<file path="src/rtl/gba_gpu_pkg.sv">
`default_nettype none
// ============================================================================
// Module : gba_gpu_pkg
// Brief  : Shared GPU drawer constants: VRAM geometry and requester indices.
// Rev    : 1.0
// ============================================================================
package gba_gpu_pkg;

    localparam int VRAM_AW    = 14;
    localparam int VRAM_DW    = 32;
    localparam int VRAM_RDLAT = 2;
    localparam int GPU_NREQ   = 4;

    // Requester slots on the VRAM drawer port; slot 0 may hold fixed priority
    localparam int REQ_OBJ = 0;
    localparam int REQ_BG0 = 1;
    localparam int REQ_BG1 = 2;
    localparam int REQ_BG2 = 3;

    function automatic int idx_width(input int n);
        return (n > 1) ? $clog2(n) : 1;
    endfunction

endpackage
`default_nettype wire

</file>
<file path="src/rtl/gba_rr_arbiter.sv">
`default_nettype none
// ============================================================================
// Module : gba_rr_arbiter
// Brief  : Combinational round-robin picker with optional fixed top priority for index 0.
// Rev    : 1.0
// ============================================================================
module gba_rr_arbiter
    import gba_gpu_pkg::*;
#(
    parameter int NREQ  = 4,
    parameter bit PRIO0 = 1'b1,
    localparam int PW   = idx_width(NREQ)
) (
    input  logic [NREQ-1:0] elig,
    input  logic [PW-1:0]   ptr,
    output logic [NREQ-1:0] grant,
    output logic [PW-1:0]   grant_idx,
    output logic            grant_vld
);

    logic [PW:0]   w_sum;
    logic [PW-1:0] w_idx;

    always_comb begin
        grant     = '0;
        grant_idx = '0;
        grant_vld = 1'b0;
        w_sum     = '0;
        w_idx     = '0;
        if (PRIO0 && elig[REQ_OBJ]) begin
            grant[REQ_OBJ] = 1'b1;
            grant_idx      = PW'(REQ_OBJ);
            grant_vld      = 1'b1;
        end else begin
            // Cyclic scan starting at ptr; wrap explicitly so NREQ need not be 2^n
            for (int k = 0; k < NREQ; k++) begin
                w_sum = {1'b0, ptr} + (PW+1)'(k);
                if (w_sum >= (PW+1)'(NREQ)) begin
                    w_sum = w_sum - (PW+1)'(NREQ);
                end
                w_idx = w_sum[PW-1:0];
                if (!grant_vld && elig[w_idx]) begin
                    grant[w_idx] = 1'b1;
                    grant_idx    = w_idx;
                    grant_vld    = 1'b1;
                end
            end
        end
    end

endmodule
`default_nettype wire

</file>
<file path="src/rtl/gba_vram_drawer_arbiter.sv">
`default_nettype none
// ============================================================================
// Module : gba_vram_drawer_arbiter
// Brief  : Shares the pipelined VRAM drawer read port between NREQ drawers.
// Rev    : 1.0
// ============================================================================
module gba_vram_drawer_arbiter
    import gba_gpu_pkg::*;
#(
    parameter int NREQ  = GPU_NREQ,
    parameter int AW    = VRAM_AW,
    parameter int DW    = VRAM_DW,
    parameter int RDLAT = VRAM_RDLAT,
    parameter bit PRIO0 = 1'b1
) (
    input  logic             fclk,
    input  logic             resetn,
    input  logic [NREQ-1:0]  req,
    input  logic [NREQ*AW-1:0] req_addr,
    output logic [NREQ-1:0]  rd_valid,
    output logic [DW-1:0]    rd_data,
    output logic             mem_rd,
    output logic [AW-1:0]    mem_addr,
    input  logic [DW-1:0]    mem_data,
    output logic             busy
);

    localparam int PW = idx_width(NREQ);
    localparam int TD = RDLAT + 1;

    logic [NREQ-1:0] r_outstanding;
    logic [PW-1:0]   r_ptr;
    logic [TD-1:0]   r_tag_vld;
    logic [PW-1:0]   r_tag_idx [TD];

    logic [NREQ-1:0] w_elig;
    logic [NREQ-1:0] w_grant;
    logic [PW-1:0]   w_gnt_idx;
    logic            w_gnt_vld;
    logic [NREQ-1:0] w_ret;

    // A requester in flight or in its return cycle cannot be granted again
    assign w_elig = req & ~r_outstanding & ~rd_valid;
    assign busy   = (|r_outstanding) | (|w_elig);

    gba_rr_arbiter #(
        .NREQ  (NREQ),
        .PRIO0 (PRIO0)
    ) u_rr (
        .elig      (w_elig),
        .ptr       (r_ptr),
        .grant     (w_grant),
        .grant_idx (w_gnt_idx),
        .grant_vld (w_gnt_vld)
    );

    always_comb begin
        w_ret = '0;
        if (r_tag_vld[RDLAT]) begin
            w_ret[r_tag_idx[RDLAT]] = 1'b1;
        end
    end

    always_ff @(posedge fclk or negedge resetn) begin
        if (!resetn) begin
            r_ptr <= '0;
        end else if (w_gnt_vld && !(PRIO0 && w_gnt_idx == PW'(REQ_OBJ))) begin
            r_ptr <= (w_gnt_idx == PW'(NREQ-1)) ? '0 : w_gnt_idx + 1'b1;
        end
    end

    // Return and grant never target the same requester, so clear and set commute
    always_ff @(posedge fclk or negedge resetn) begin
        if (!resetn) begin
            r_outstanding <= '0;
        end else begin
            r_outstanding <= (r_outstanding & ~w_ret) | (w_gnt_vld ? w_grant : '0);
        end
    end

    always_ff @(posedge fclk or negedge resetn) begin
        if (!resetn) begin
            mem_rd   <= 1'b0;
            mem_addr <= '0;
        end else begin
            mem_rd <= w_gnt_vld;
            if (w_gnt_vld) begin
                mem_addr <= req_addr[int'(w_gnt_idx)*AW +: AW];
            end
        end
    end

    always_ff @(posedge fclk or negedge resetn) begin
        if (!resetn) begin
            r_tag_vld    <= '0;
            r_tag_idx[0] <= '0;
        end else begin
            r_tag_vld    <= {r_tag_vld[TD-2:0], w_gnt_vld};
            r_tag_idx[0] <= w_gnt_idx;
        end
    end

    for (genvar k = 1; k < TD; k++) begin : g_tag
        always_ff @(posedge fclk or negedge resetn) begin
            if (!resetn) begin
                r_tag_idx[k] <= '0;
            end else begin
                r_tag_idx[k] <= r_tag_idx[k-1];
            end
        end
    end

    // Tag stage RDLAT lines up with mem_data for the read issued RDLAT+1 edges ago
    always_ff @(posedge fclk or negedge resetn) begin
        if (!resetn) begin
            rd_valid <= '0;
            rd_data  <= '0;
        end else begin
            rd_valid <= w_ret;
            if (r_tag_vld[RDLAT]) begin
                rd_data <= mem_data;
            end
        end
    end

endmodule
`default_nettype wire

</file>
<file path="config.mk">
export PLATFORM = sky130hd
export DESIGN_NAME = gba_vram_drawer_arbiter
export DESIGN_NICKNAME = d
export VERILOG_FILES = /design/src/rtl/gba_gpu_pkg.sv /design/src/rtl/gba_rr_arbiter.sv /design/src/rtl/gba_vram_drawer_arbiter.sv
export SDC_FILE = /design/constraint.sdc
export NUM_CORES = 1
export LEC_CHECK = 0
export ABC_AREA = 1
export BUFFER_PORTS_ARGS = -buffer_cell sky130_fd_sc_hd__buf_2
export CORE_MARGIN = 10
export CORE_UTILIZATION = 45
export CTS_CLUSTER_SIZE = 14
export DETAILED_ROUTE_END_ITERATION = 12
export HOLD_SLACK_MARGIN = 0.08
export PLACE_DENSITY = 0.81
export SYNTH_ARGS = -nofsm -noshare
export SYNTH_HDL_FRONTEND = slang
export SYNTH_SLANG_ARGS = --single-unit
export TNS_END_PERCENT = 1
</file>
<file path="constraint.sdc">
create_clock -name fclk -period 2.48 [get_ports fclk]
set_input_delay 0.248 -clock fclk [delete_from_list [all_inputs] [get_ports fclk]]
set_output_delay 0.248 -clock fclk [all_outputs]
set_load 0.01 [all_outputs]
</file>
==> results.yml <==
synthesis:
  ys_seq_area_share_pct: 42.7
  synth_area_sq_um: 3810
  yosys_warnings: 0
  ys_ff_latch: 65
  synth_nets: 610
  postSynthAreaPerCell_sq_um: 7.53
  synth.top_cell.area_share_pct: 42.7
  synth_area_leaders: "dfrtp_1, nand2_1, nand3_1"
  synth_top_area_cell: "dfrtp_1"
  syn-instance-count: 506
  synth_cell_types: 34
clock_network:
  clk_pin_slew_ns: 0.07
  clock_latency_ns: 0.33
  cts_tree: "yes"
  clock_sinks: 65
  cts_root_buf: "clkbuf_8"
  cts_buffer_depth: 2
  cts_max_level: 3
  cts_buffers: 9
die:
  initial_utilization_pct: 46.4
  core_sq_um: 8220
  dieArea_sq_um: 12500
  placementRows: 33
  die_w_microns: 112
  ios: 146
  die_h_microns: 112
place:
  io_buffers: 145
  dp_hpwl_mm: 8.42
  place.gp.congestion: 0.947
  post-place-ws_ns: 0.178
sta:
  fmax_ghz: 0.436
  tightest_slew_ns: 0.570
  final.min_clock_period_ns: 2.29
  skew_ns: 0.00921
  worst_slack_ns: 0.186
  finalSetupViolCount: 0
  rsz0062_at_grt: "false"
  tns_ns: 0
  finalCritPeriodShare_pct: 92.5
  slew_headroom_pct: 62.0
  slew_viol_final: 0
  hold_viol: 0
routing:
  viasPerCell: 4.81
  drtAntennaViolNets: 0
  dr.pass1.iters: 4
  drc: 0
  via_count: 3671
  post_drt_wl_per_cell_microns: 14.1
  routed_wl_mm: 10.8
  drtIter0Drc: 219
cells_and_area:
  nets: 758
  fin_util_pct: 58.6
  syn_to_final_growth_pct: 26.4
  antenna_cells: 0
  layout-drive-gt1-share_pct: 32.5
power_and_ir_drop:
  max-vdd-ir-drop_uv: 238
  pwr-share-comb_pct: 7.0
  switching_share_pct: 22.3
  p_leak_nw: 2.77
  seq_power_share_pct: 52.5
  clockPowerShare_pct: 40.5
  p_per_area_nw_per_um2: 420
  power.switching_mw: 0.451
  totalPowerFinal_mw: 2.02
  internal_power_mw: 1.57
worst_setup_path:
  crit_arrival_ns: 2.51
  crit_fanout: 16
  crit_required_ns: 2.69
  endpoint_kind: "register"
  start_kind: "register"
  reg2reg_depth: 13
  crit_type: "register to register"
run:
  maxCapViolations: 0
grt:
  gr-total-overflow: 0
  first_global_vias: 3832
  antenna_found_initial: 0
  grt_pass1_wl_mm: 18.0
  grt_max_degree: 33
  grt.total_usage_pct: 16.9
min_path:
  hold_path_class: "primary input to register"
  holdPathStages: 3
outcome:
  status: "finished, final reports clean"
-- kinds of logic (layout without fill, tap and decap cells) --
family / Yosys count / after routing / share of synthesized area [%]
AOI/OAI and AO/OA: 12 / 12 / 1.94
adders and majority gates: 10 / 10 / 3.28
and+or+nand+nor: 322 / 322 / 40.6
buffers and inverters: 97 / 249 / 11.5
DFF: 65 / 65 / 42.7
-- layout by cell type (no fill, tap or decap), drive strengths merged --
cell type	instances
o211ai	1
a31oi	1
buf	157
nand2	212
clkinv	2
dlygate4sd3	1
clkinvlp	1
a21boi	1
ha	10
nand4	5
dfrtp	65
o21ai	2
o22ai	3
nor4	1
a21oi	4
nor2	11
nand3b	2
inv	75
clkbuf	13
nand3	89
nor3	2
-- per-layer routing --
layer	vias to the layer above	track usage, %	share of wire [%]
met5	-	0	0
met4	0	7.11	2.6
met3	22	4.21	6.0
met2	134	27.8	49
met1	1664	20.6	42
li1	1851	-	-
-- layout make-up --
class / instances / area (sq um)
tap: 105 / 131
fill: 770 / 3400
clock buffer: 13 / 169
sequential: 65 / 1630
inverter: 76 / 298
clock inverter: 2 / 12.5
timing repair buffer: 158 / 826
multi-input combinational: 344 / 1750
-- power groups by stage --
stage	Clock (mW)	Sequential (mW)	Combinational [mW]
floorplan	0	1.08	0.0388
global placement	0	1.08	0.140
detailed placement	0	1.08	0.142
CTS	0.840	1.06	0.144
global route	0.891	1.06	0.163
finish	0.819	1.06	0.142
-- state kept, by name, indices dropped and copies added, names as in the netlist --
signal and cells:
r_ptr 2, r_tag_vld 3, mem_addr 14, rd_data 32
rd_valid 4, r_outstanding 4, r_tag_idx 6
-- worst max-delay path: stages (launching register included) --
cell and delay [ns]:
dfrtp_1 0.39, inv_4 0.04, ha_1 0.35, inv_1 0.12
nand3_1 0.13, nand2_4 0.13, nand3_2 0.12, nor2_2 0.11
nor2_2 0.05, nand2_4 0.21, inv_8 0.10, ha_1 0.31
nand2_1 0.06, o21ai_0 0.06
-- cell usage after synthesis (all sizes together) --
cell / instances
nand2: 212
nand3: 89
inv: 75
dfrtp: 65
buf: 13
nor2: 11
ha: 10
clkbuf: 8
nand4: 5
a21oi: 4
o22ai: 3
nand3b: 2
nor3: 2
o21ai: 2
a21boi: 1
a31oi: 1
clkinv: 1
nor4: 1
o211ai: 1
-- worst paths after layout --
check | startpoint | end | slack, ns
max | r_ptr[0] | r_ptr[1] | 0.19
min | mem_data[8] | rd_data[8] | 0.11
max reg2reg | r_ptr[0] | r_ptr[1] | 0.19
min reg2reg | r_tag_idx[4] | r_tag_idx[2] | 0.35
max in group asynchronous | resetn | r_tag_vld[2] | 1.31
min in group asynchronous | resetn | rd_data[1] | 0.45
-- what timing repair did --
action | 4_1_cts | 5_1_grt
endpoints found under the hold margin | 24 | 0
resized for setup | 0 | 1
setup buffers | 0 | 0
hold buffers | 1 | 0
setup endpoints to repair | 0 | 1
-- metrics by stage --
step / cell area (sq um) / cells / hold slack [ns]
CTS: 4810 / 763 / 0.0972
global placement: 4620 / 747 / 0.265
detailed placement: 4620 / 747 / 0.268
floorplan: 3810 / 506 / -0.0476
finish: 4810 / 763 / 0.113
global route: 4810 / 763 / 0.0919
Power figures use the tool's default switching activity.
